--- config.mk ---
export PLATFORM = sky130hd
export DESIGN_NAME = mole_level_controller_flat
export DESIGN_NICKNAME = d
export VERILOG_FILES = /design/src/rtl/mole_level_if.sv /design/src/rtl/mole_level_controller.sv /design/src/flat_wrapper.sv
export SDC_FILE = /design/constraint.sdc
export NUM_CORES = 1
export LEC_CHECK = 0
export BUFFER_PORTS_ARGS = -buffer_cell sky130_fd_sc_hd__clkbuf_2
export CAP_MARGIN = 15
export CORE_MARGIN = 2
export CORE_UTILIZATION = 35
export CTS_CLUSTER_SIZE = 40
export DETAILED_ROUTE_END_ITERATION = 12
export GPL_TIMING_DRIVEN = 0
export HOLD_SLACK_MARGIN = 0.15
export SLEW_MARGIN = 20
export SYNTH_ARGS = -nofsm -noshare
export SYNTH_HDL_FRONTEND = slang
export SYNTH_SLANG_ARGS = --single-unit
--- constraint.sdc ---
create_clock -name clock -period 2.6 [get_ports clock]
set_clock_uncertainty 0.05 [all_clocks]
set_input_delay 0.26 -clock clock [delete_from_list [all_inputs] [get_ports clock]]
set_output_delay 0.26 -clock clock [all_outputs]
set_load 0.05 [all_outputs]
--- src/rtl/mole_level_if.sv ---
// Handshake bundle between the game-flow sequencer and its user.
// The master drives player/start inputs; the slave (sequencer) drives game status.
interface mole_level_if;
    logic        start;
    logic        hit;
    logic        miss;
    logic        game;
    logic [27:0] speed;
    logic [2:0]  level;
    logic [7:0]  time_left;
    logic [1:0]  countdown;
    logic        done;

    modport master (
        output start, hit, miss,
        input  game, speed, level, time_left, countdown, done
    );

    modport slave (
        input  start, hit, miss,
        output game, speed, level, time_left, countdown, done
    );
endinterface

--- src/rtl/mole_level_controller.sv ---
// Game-flow sequencer for the three-mole whack-a-mole game: start countdown,
// timed play session, hit-driven level progression and HEX display values.
module mole_level_controller #(
    parameter int CLK_PER_SEC       = 50000000,
    parameter int COUNTDOWN_SECONDS = 3,
    parameter int GAME_SECONDS      = 30,
    parameter int HITS_PER_LEVEL    = 5,
    parameter int NUM_LEVELS        = 4,
    parameter int BASE_SPEED        = 99999999,
    parameter int SPEED_STEP        = 20000000
) (
    input  logic          clock,
    input  logic          resetn,
    mole_level_if.slave   bus
);

    localparam int SEC_W = (CLK_PER_SEC > 1) ? $clog2(CLK_PER_SEC) : 1;

    localparam logic [SEC_W-1:0] SEC_MAX    = SEC_W'(CLK_PER_SEC - 1);
    localparam logic [1:0]       CD_INIT    = 2'(COUNTDOWN_SECONDS);
    localparam logic [7:0]       TIME_INIT  = 8'(GAME_SECONDS);
    localparam logic [3:0]       HITS_MAX   = 4'(HITS_PER_LEVEL);
    localparam logic [3:0]       HITS_LAST  = 4'(HITS_PER_LEVEL - 1);
    localparam logic [2:0]       LEVEL_TOP  = 3'(NUM_LEVELS - 1);
    localparam logic [27:0]      SPEED_INIT = 28'(BASE_SPEED);
    localparam logic [27:0]      SPEED_DEC  = 28'(SPEED_STEP);

    typedef enum logic [2:0] {
        IDLE,
        COUNTDOWN,
        PLAY,
        LEVEL_UP,
        OVER
    } state_t;

    state_t            state, state_nxt;
    logic [SEC_W-1:0]  sec_cnt, sec_cnt_nxt;
    logic [3:0]        hits, hits_nxt;
    logic              start_q;
    logic              start_edge;
    logic              tick;

    logic              game_r, game_nxt;
    logic              done_r, done_nxt;
    logic [27:0]       speed_r, speed_nxt;
    logic [2:0]        level_r, level_nxt;
    logic [7:0]        time_r, time_nxt;
    logic [1:0]        cd_r, cd_nxt;

    // Net hit count grows by one but never past the per-level target.
    function automatic logic [3:0] hits_inc(input logic [3:0] h);
        return (h >= HITS_MAX) ? HITS_MAX : h + 4'd1;
    endfunction

    // A miss takes one hit back, floored at zero.
    function automatic logic [3:0] hits_dec(input logic [3:0] h);
        return (h == 4'd0) ? 4'd0 : h - 4'd1;
    endfunction

    assign start_edge = bus.start & ~start_q;
    assign tick       = (sec_cnt == SEC_MAX);

    assign bus.game      = game_r;
    assign bus.done      = done_r;
    assign bus.speed     = speed_r;
    assign bus.level     = level_r;
    assign bus.time_left = time_r;
    assign bus.countdown = cd_r;

    // Next-state and next-output logic for the game sequencer.
    always_comb begin
        state_nxt   = state;
        sec_cnt_nxt = sec_cnt;
        hits_nxt    = hits;
        speed_nxt   = speed_r;
        level_nxt   = level_r;
        time_nxt    = time_r;
        cd_nxt      = cd_r;
        done_nxt    = done_r;

        case (state)
            IDLE, OVER: begin
                sec_cnt_nxt = '0;
                if (start_edge) begin
                    state_nxt = COUNTDOWN;
                    cd_nxt    = CD_INIT;
                    level_nxt = 3'd0;
                    speed_nxt = SPEED_INIT;
                    done_nxt  = 1'b0;
                end
            end
            COUNTDOWN: begin
                sec_cnt_nxt = tick ? '0 : sec_cnt + 1'b1;
                if (tick) begin
                    if (cd_r > 2'd1) begin
                        cd_nxt = cd_r - 2'd1;
                    end else begin
                        state_nxt = PLAY;
                        cd_nxt    = 2'd0;
                        time_nxt  = TIME_INIT;
                        hits_nxt  = 4'd0;
                    end
                end
            end
            PLAY: begin
                sec_cnt_nxt = tick ? '0 : sec_cnt + 1'b1;
                if (tick && time_r == 8'd1) begin
                    // Session end wins over any simultaneous hit or miss.
                    state_nxt = OVER;
                    time_nxt  = 8'd0;
                    done_nxt  = 1'b1;
                end else begin
                    if (tick) begin
                        time_nxt = time_r - 8'd1;
                    end
                    if (bus.hit) begin
                        if (hits == HITS_LAST && level_r < LEVEL_TOP) begin
                            state_nxt = LEVEL_UP;
                            level_nxt = level_r + 3'd1;
                            speed_nxt = speed_r - SPEED_DEC;
                            hits_nxt  = 4'd0;
                        end else begin
                            hits_nxt = hits_inc(hits);
                        end
                    end else if (bus.miss) begin
                        hits_nxt = hits_dec(hits);
                    end
                end
            end
            LEVEL_UP: begin
                // One game=0 cycle lets the display restart its round; the
                // second ticker is frozen so this cycle is not charged as play.
                state_nxt = PLAY;
            end
            default: begin
                state_nxt = IDLE;
            end
        endcase

        game_nxt = (state_nxt == PLAY);
    end

    // State, counters and registered outputs, with synchronous active-low reset.
    always_ff @(posedge clock) begin
        if (!resetn) begin
            state   <= IDLE;
            sec_cnt <= '0;
            hits    <= 4'd0;
            start_q <= 1'b0;
            game_r  <= 1'b0;
            done_r  <= 1'b0;
            speed_r <= SPEED_INIT;
            level_r <= 3'd0;
            time_r  <= TIME_INIT;
            cd_r    <= 2'd0;
        end else begin
            state   <= state_nxt;
            sec_cnt <= sec_cnt_nxt;
            hits    <= hits_nxt;
            start_q <= bus.start;
            game_r  <= game_nxt;
            done_r  <= done_nxt;
            speed_r <= speed_nxt;
            level_r <= level_nxt;
            time_r  <= time_nxt;
            cd_r    <= cd_nxt;
        end
    end

endmodule

--- src/flat_wrapper.sv ---
// flat-port wrapper written by rule: the top's interface ports become plain ports
module mole_level_controller_flat 
#(
    parameter int CLK_PER_SEC       = 50000000,
    parameter int COUNTDOWN_SECONDS = 3,
    parameter int GAME_SECONDS      = 30,
    parameter int HITS_PER_LEVEL    = 5,
    parameter int NUM_LEVELS        = 4,
    parameter int BASE_SPEED        = 99999999,
    parameter int SPEED_STEP        = 20000000
)
  (clock, resetn, bus_start, bus_hit, bus_miss, bus_game, bus_speed, bus_level, bus_time_left, bus_countdown, bus_done);
  mole_level_if bus_i ();
  input  logic clock;
  input  logic resetn;
  input wire logic [$bits(bus_i.start)-1:0] bus_start;
  input wire logic [$bits(bus_i.hit)-1:0] bus_hit;
  input wire logic [$bits(bus_i.miss)-1:0] bus_miss;
  output wire logic [$bits(bus_i.game)-1:0] bus_game;
  output wire logic [$bits(bus_i.speed)-1:0] bus_speed;
  output wire logic [$bits(bus_i.level)-1:0] bus_level;
  output wire logic [$bits(bus_i.time_left)-1:0] bus_time_left;
  output wire logic [$bits(bus_i.countdown)-1:0] bus_countdown;
  output wire logic [$bits(bus_i.done)-1:0] bus_done;
  assign bus_i.start = bus_start;
  assign bus_i.hit = bus_hit;
  assign bus_i.miss = bus_miss;
  assign bus_game = bus_i.game;
  assign bus_speed = bus_i.speed;
  assign bus_level = bus_i.level;
  assign bus_time_left = bus_i.time_left;
  assign bus_countdown = bus_i.countdown;
  assign bus_done = bus_i.done;
  mole_level_controller #(.CLK_PER_SEC(CLK_PER_SEC), .COUNTDOWN_SECONDS(COUNTDOWN_SECONDS), .GAME_SECONDS(GAME_SECONDS), .HITS_PER_LEVEL(HITS_PER_LEVEL), .NUM_LEVELS(NUM_LEVELS), .BASE_SPEED(BASE_SPEED), .SPEED_STEP(SPEED_STEP)) u_core (.clock(clock), .resetn(resetn), .bus(bus_i));
endmodule
# After elaboration in Yosys (flattened, before gate mapping)
# Index checks and enable logic that the tools add are counted.
[word_totals] out_inout_bits=43 regBits=77 elab_cells=94
[classes] n_reduce_logical=15 n_mux=40 n_bitwise=2 n_addsub=7 eq_ne=17 magnitude_cmp=3
[op_table] operator="2-to-1 mux 28 bit" count=4
[op_table] operator="one-hot mux 28 bit (2 select lines)" count=1
[op_table] operator="one-hot mux 26 bit (2 select lines)" count=1
[op_table] operator="2-to-1 mux 4 bit" count=8
[op_table] operator="2-to-1 mux 8 bit" count=4
[op_table] operator="2-to-1 mux 3 bit" count=10
[op_table] operator="subtractor 28 x 25 -> 28 bit (second input constant)" count=1
[op_table] operator="adder 26 x 1 -> 26 bit (second input constant)" count=1
[op_table] operator="== test 26 bit (second input constant)" count=1
[op_table] operator="2-to-1 mux 26 bit" count=1
[op_table] operator="one-hot mux 8 bit (2 select lines)" count=1
[op_table] operator="one-hot mux 3 bit (4 select lines)" count=1
[op_table] operator="AND reduction 5 bit" count=2
[op_table] operator="== test 3 x 2 -> 1 bit (second input constant)" count=3
[op_table] operator="== test 8 x 1 -> 1 bit (second input constant)" count=1
[op_table] operator="inequality test 2 x 1 -> 1 bit (second input constant)" count=4
[op_table] operator="one-hot mux 4 bit (2 select lines)" count=1
[op_table] operator="nonzero test 2 bit" count=4
[op_table] operator="subtractor 8 x 1 -> 8 bit (second input constant)" count=1
[op_table] operator="2-to-1 mux 2 bit" count=3
[op_table] operator="inequality test 2 bit (second input constant)" count=3
[op_table] operator="one-hot mux 3 bit (2 select lines)" count=1
[op_table] operator="AND reduction 3 bit" count=2
[op_table] operator="adder 4 x 1 -> 4 bit (second input constant)" count=1
[op_table] operator="21 further kinds" count=24

# Longest topological paths before layout
[logic_depth] word_depth=7 mapped_depth=9

# Worst setup path before layout
# Ideal clock, no wire load.
[synth_timing] path_type="reg-to-reg" startpoint="register u_core.time_r[0], in the netlist u_core.bus.time_left[0]" endpoint="register u_core.time_r[5], in the netlist u_core.bus.time_left[5]" t_required_ns=2.434 slack_ns=0.135 setup_ns=0.116 path_stages_with_launch=8 t_arrival_ns=2.298 cell_sequence="dfxtp_1 > ha_1 > nand2b_1 > or3_1 > clkbuf_1 > nor3_1 > o311ai_0 > o211a_1"
[synth_between] elab_chain_len=4 elab_cells_between_ends=8 cone_classes="1 x add/sub; 2 x eq/ne; 3 x mux; 2 x reduce/logical"
[synth_rtl] item="from (decl)" line_no="mole_level_controller.sv:47" text="logic [7:0] time_r, time_nxt;"
[synth_rtl] item="from (signal assigned)" line_no="mole_level_controller.sv:165" text="time_r <= time_nxt;"
[synth_rtl] item="subtractor 8 x 1 -> 8 bit / == test 8 x 1 -> 1 bit (equally long branches)" line_no="mole_level_controller.sv:114, mole_level_controller.sv:107"
[synth_rtl] item="2-to-1 mux 8 bit / logical AND 1 bit (equally long branches)" line_no="mole_level_controller.sv:113, mole_level_controller.sv:107"
[synth_rtl] item="2-to-1 mux 8 bit / inequality test 3 x 1 -> 1 bit (equally long branches)"
[synth_rtl] item="one-hot mux 8 bit (2 select lines) / AND reduction 4 bit (equally long branches)"
# Several ways; a longest one is shown, not always the timed one. The select of a mux whose other input is x is not followed.
# A chain may end at the register's enable or synchronous reset.

# Final worst setup path
[layout_timing] startpoint="register u_core.sec_cnt[1]" endpoint="register u_core.speed_r[23], in the netlist u_core.bus.speed[23]"
[layout_between] elab_chain_len=4
[layout_rtl] item="from (decl)" line_no="mole_level_controller.sv:37" text="logic [SEC_W-1:0] sec_cnt, sec_cnt_nxt;"
[layout_rtl] item="from (signal assigned)" line_no="mole_level_controller.sv:158" text="sec_cnt <= sec_cnt_nxt;"
[layout_rtl] item="== test 26 bit" line_no="mole_level_controller.sv:61" text="assign tick = (sec_cnt == SEC_MAX);"
[layout_rtl] item="logical AND 1 bit" line_no="mole_level_controller.sv:107" text="if (tick && time_r == 8'd1) begin"
[layout_rtl] item="inequality test 2 bit (no source line)"
[layout_rtl] item="AND reduction 5 bit (no source line)"
[layout_rtl] item="to (signal assigned)" line_no="mole_level_controller.sv:163" text="speed_r <= speed_nxt;"
[layout_rtl] item="to (decl)" line_no="mole_level_controller.sv:45" text="logic [27:0] speed_r, speed_nxt;"
# Every way passes these cells.

==> qor.yml <==
status:
  status: "finished, final reports clean"
final_layout:
  diodes: 0
  fin_util_pct: 42.4
  drive_gt1_share_pct: 18.2
  areaGrowthSynthToFinish_pct: 19.3
  nets: 609
drt:
  vias: 4485
  wl_per_cell_um: 17.3
  wl_um: 12900
  postRouteAntennaNets: 0
  drc: 0
  vias_per_cell: 6.00
  drt_pre_antenna_iters: 5
  drt_iter0_markers: 307
floorplan:
  initial_utilization_pct: 35.6
  die_h_um: 114
  die_x_um: 114
  io_pins: 48
  row_count: 40
  fp.dieArea_um2: 13100
  coreArea_um2: 12000
logic_synthesis:
  yosys.area_share.simple_pct: 25.9
  synth_xor_area_share_pct: 0.412
  syn_nets: 539
  synth_edf_count: 0
  synthMuxAreaShare_pct: 2.12
  ys_ff_latch: 70
  synth.avg_cell_area_um2: 8.09
  synth.distinct_cells: 73
  async_flop_share_pct: 0
  synth_cells: 526
  synth-adder-area-share_pct: 2.59
  ys_seq_area_share_pct: 32.9
  synth.cell_area_um2: 4250
  synth-main-ff-cell: "dfxtp_1"
  synth_top_family_by_area: "compound AO/OA/AOI/OAI gates"
  yosys_warnings: 0
  synth-compound-area-share_pct: 29.9
critical_path:
  crit_start: "u_core.sec_cnt[1]"
  crit_buf_inv: 2
  critPathKind: "flop to flop"
  reg2reg_to: "u_core.bus.speed[23]"
  cp.depth: 8
  end_kind: "flop"
  r2r_setup_slack_ns: 0.1
  worstPathRequired_ns: 2.78
  rr_startpoint: "u_core.sec_cnt[1]"
  crit_fanout: 10
  crit_family: "simple AND/OR/NAND/NOR gates"
  crit_chain: "ha_2 > nand3_2 > or4_1 > clkbuf_4 > o21ai_4 > buf_6 > a22oi_1 > o32a_1"
  crit_arrival_ns: 2.68
  cp_slowest_cell: "or4_1"
  start_kind: "flop"
  endpoint: "u_core.bus.speed[23]"
  reg2regPathDepth: 8
  max_stage_delay_ns: 0.53
worst_hold_path:
  hold_class: "input pin to flop"
sta:
  relSlewSlack_pct: 45.3
  tightest_slew_ns: 0.814
  final-hold-violation-count: 0
  period_share_pct: 96.3
  fmax_mhz: 399
  slew_viol_final: 0
  rsz0062_at_grt: "true"
  min_period_ns: 2.50
  setup_viol: 0
placed_design:
  gp_congestion: 0.885
  hpwl_um: 8970
  port_buffers: 47
clock_tree:
  cts.sinks: 70
  cts.path.max_buffers: 2
  path_clk_slew_ns: 0.05
  cts_buffers: 9
  cts_tree: "done"
  htree_levels: 3
  clkLatencyLatePin_ns: 0.34
  clockRootBuffer: "clkbuf_16"
pwr:
  p_leak_uw: 0.00183
  switchingPower_uw: 604
  pwr-share-clk_pct: 45.7
  power.share.sequential_pct: 45.9
  p_per_area_nw_per_um2: 470
  switching_share_pct: 25.3
  combPwrFrac_pct: 8.4
  power_uw: 2380
  p_int_uw: 1780
  vdd_ir_drop_max_uv: 328
global_route:
  grt_pass1_vias: 4174
  grt_start_max_net_pins: 11
  grt.total_usage_pct: 20.0
  gr-total-overflow: 0
  grt_antenna_before_repair: 0
  grt_first_pass_wirelength_um: 20900
job:
  drv_cap: 0
## cell families (layout without fill, tap and decap cells)
| logic type | count (synthesis) | after routing |
|---|---|---|
| AND/OR/NAND/NOR | 209 | 209 |
| AO/OA/AOI/OAI | 170 | 171 |
| flip-flops | 70 | 70 |
| buffers and inverters | 57 | 130 |
| adder cells (fa/ha/maj) | 9 | 9 |
| multiplexers | 9 | 9 |
| XOR/XNOR | 2 | 2 |
## layout make-up
class | instances | area (um2)
Tap cell | 147 | 184
Multi-Input combinational cell | 400 | 2650
Sequential cell | 70 | 1400
Fill cell | 1222 | 6890
Clock inverter | 2 | 10.0
Timing Repair Buffer | 58 | 320
Buffer | 41 | 208
Clock buffer | 13 | 240
Inverter | 16 | 60.1
## per-layer routing
metal	vias to the layer above	global-route usage (%)	share of wire (%)
met5	-	0	0
li1	2154	-	-
met3	15	4.34	5.7
met2	171	34.3	49
met1	2145	24.8	44
met4	0	6.83	1.5
## cell usage after synthesis (4+ instances only)
cell type / instances / area (um2)
nor3_1: 21 / 105
nand4_1: 5 / 31.3
o21a_1: 8 / 60.1
o211a_1: 5 / 50.1
a21oi_1: 28 / 140
o31ai_1: 6 / 45.0
inv_1: 15 / 56.3
o211ai_1: 4 / 30.0
a21o_1: 4 / 30.0
a41oi_1: 4 / 35.0
a31oi_1: 13 / 81.3
and2_1: 4 / 25.0
nand3_1: 21 / 105
a21boi_0: 4 / 30.0
a211o_1: 5 / 43.8
and3_1: 16 / 100
nand2b_1: 6 / 37.5
o32a_1: 4 / 40.0
a311oi_1: 13 / 114
or3_1: 13 / 81.3
o221ai_1: 4 / 35.0
a32o_1: 4 / 40.0
buf_2: 6 / 30.0
buf_4: 8 / 60.1
o22ai_1: 6 / 37.5
clkbuf_1: 24 / 90.1
mux2i_1: 9 / 90.1
ha_1: 8 / 100
nand2_1: 51 / 191
dfxtp_1: 70 / 1400
nor4_1: 7 / 43.8
nor2_1: 38 / 143
o21ai_0: 22 / 110
a211oi_1: 8 / 60.1
## flip-flops by register name, summed over array words and instances (netlist names)
register	flops
u_core.sec_cnt	26
u_core.hits	4
u_core.bus.done	1
u_core.bus.level	3
u_core.bus.time_left	8
u_core.bus.countdown	2
u_core.bus.speed	21
u_core.bus.game	1
u_core.state	3
u_core.start_q	1
## power groups by stage
stage / Clock (uW) / Sequential (uW) / Combinational (uW)
final: 1090 / 1090 / 200
after global routing: 1150 / 1100 / 215
after CTS: 1120 / 1090 / 195
after detailed placement: 0 / 1120 / 191
after global placement: 0 / 1120 / 188
after floorplan: 0 / 1140 / 111
## what timing repair did
item / CTS / global route
buffers inserted: 2 / 8
pin swaps: 3 / 5
gates resized for setup: 6 / 10
gates cloned: 0 / 1
endpoints found under the setup margin: 29 / 38
hold endpoints to repair: 1 / 0
hold buffers: 1 / 0
## stage by stage
step	hold slack [ns]	instances	TNS (ns)	instance area, um2	setup slack, ns
floorplan	0.332	526	0	4250	0.135
global placement	0.407	720	-2.96	4670	-0.281
detailed placement	0.414	720	-3.86	4670	-0.329
CTS	0.284	738	0	4980	0.00199
global route	0.333	747	-0.0177	5080	-0.0133
finish	0.295	747	0	5080	0.0956
## worst register-to-register path, cell delays in order (launching register included)
cell      delay [ns]
dfxtp_1         0.40
ha_2            0.25
nand3_2         0.16
or4_1           0.53
clkbuf_4        0.24
o21ai_4         0.29
buf_6           0.20
a22oi_1         0.10
o32a_1          0.18
## placed cells by master, fill, tap and decap left out, drive strengths merged, types with 4 or more instances in the layout
master / n
o21a: 8
dfxtp: 70
a211oi: 8
a21boi: 4
o32a: 4
or3: 13
o31ai: 6
nand4: 5
nor2: 38
nor3: 21
nand3: 22
a31oi: 14
a2111oi: 5
a211o: 5
nand2: 51
o21ai: 25
nand2b: 6
o221ai: 4
buf: 25
nor4: 8
ha: 8
nand4b: 4
clkbuf: 86
mux2i: 9
o211ai: 4
o211a: 5
o22ai: 6
inv: 16
and2: 4
a21oi: 28
a311oi: 13
and3: 16
a21o: 4
a41oi: 4
a32o: 4
## worst min path at each step
stage | startpoint | to | slack (ns) | cells past startpoint
floorplan | bus_start | u_core.start_q | 0.33 | 1
global placement | u_core.bus.speed[27] | u_core.bus.speed[27] | 0.41 | 2
detailed placement | u_core.bus.speed[27] | u_core.bus.speed[27] | 0.41 | 2
CTS | resetn | u_core.bus.speed[25] | 0.28 | 4
global route | resetn | u_core.bus.speed[25] | 0.33 | 4
finish | resetn | u_core.bus.speed[25] | 0.29 | 4
No activity file was read; power rests on OpenSTA's default activity.
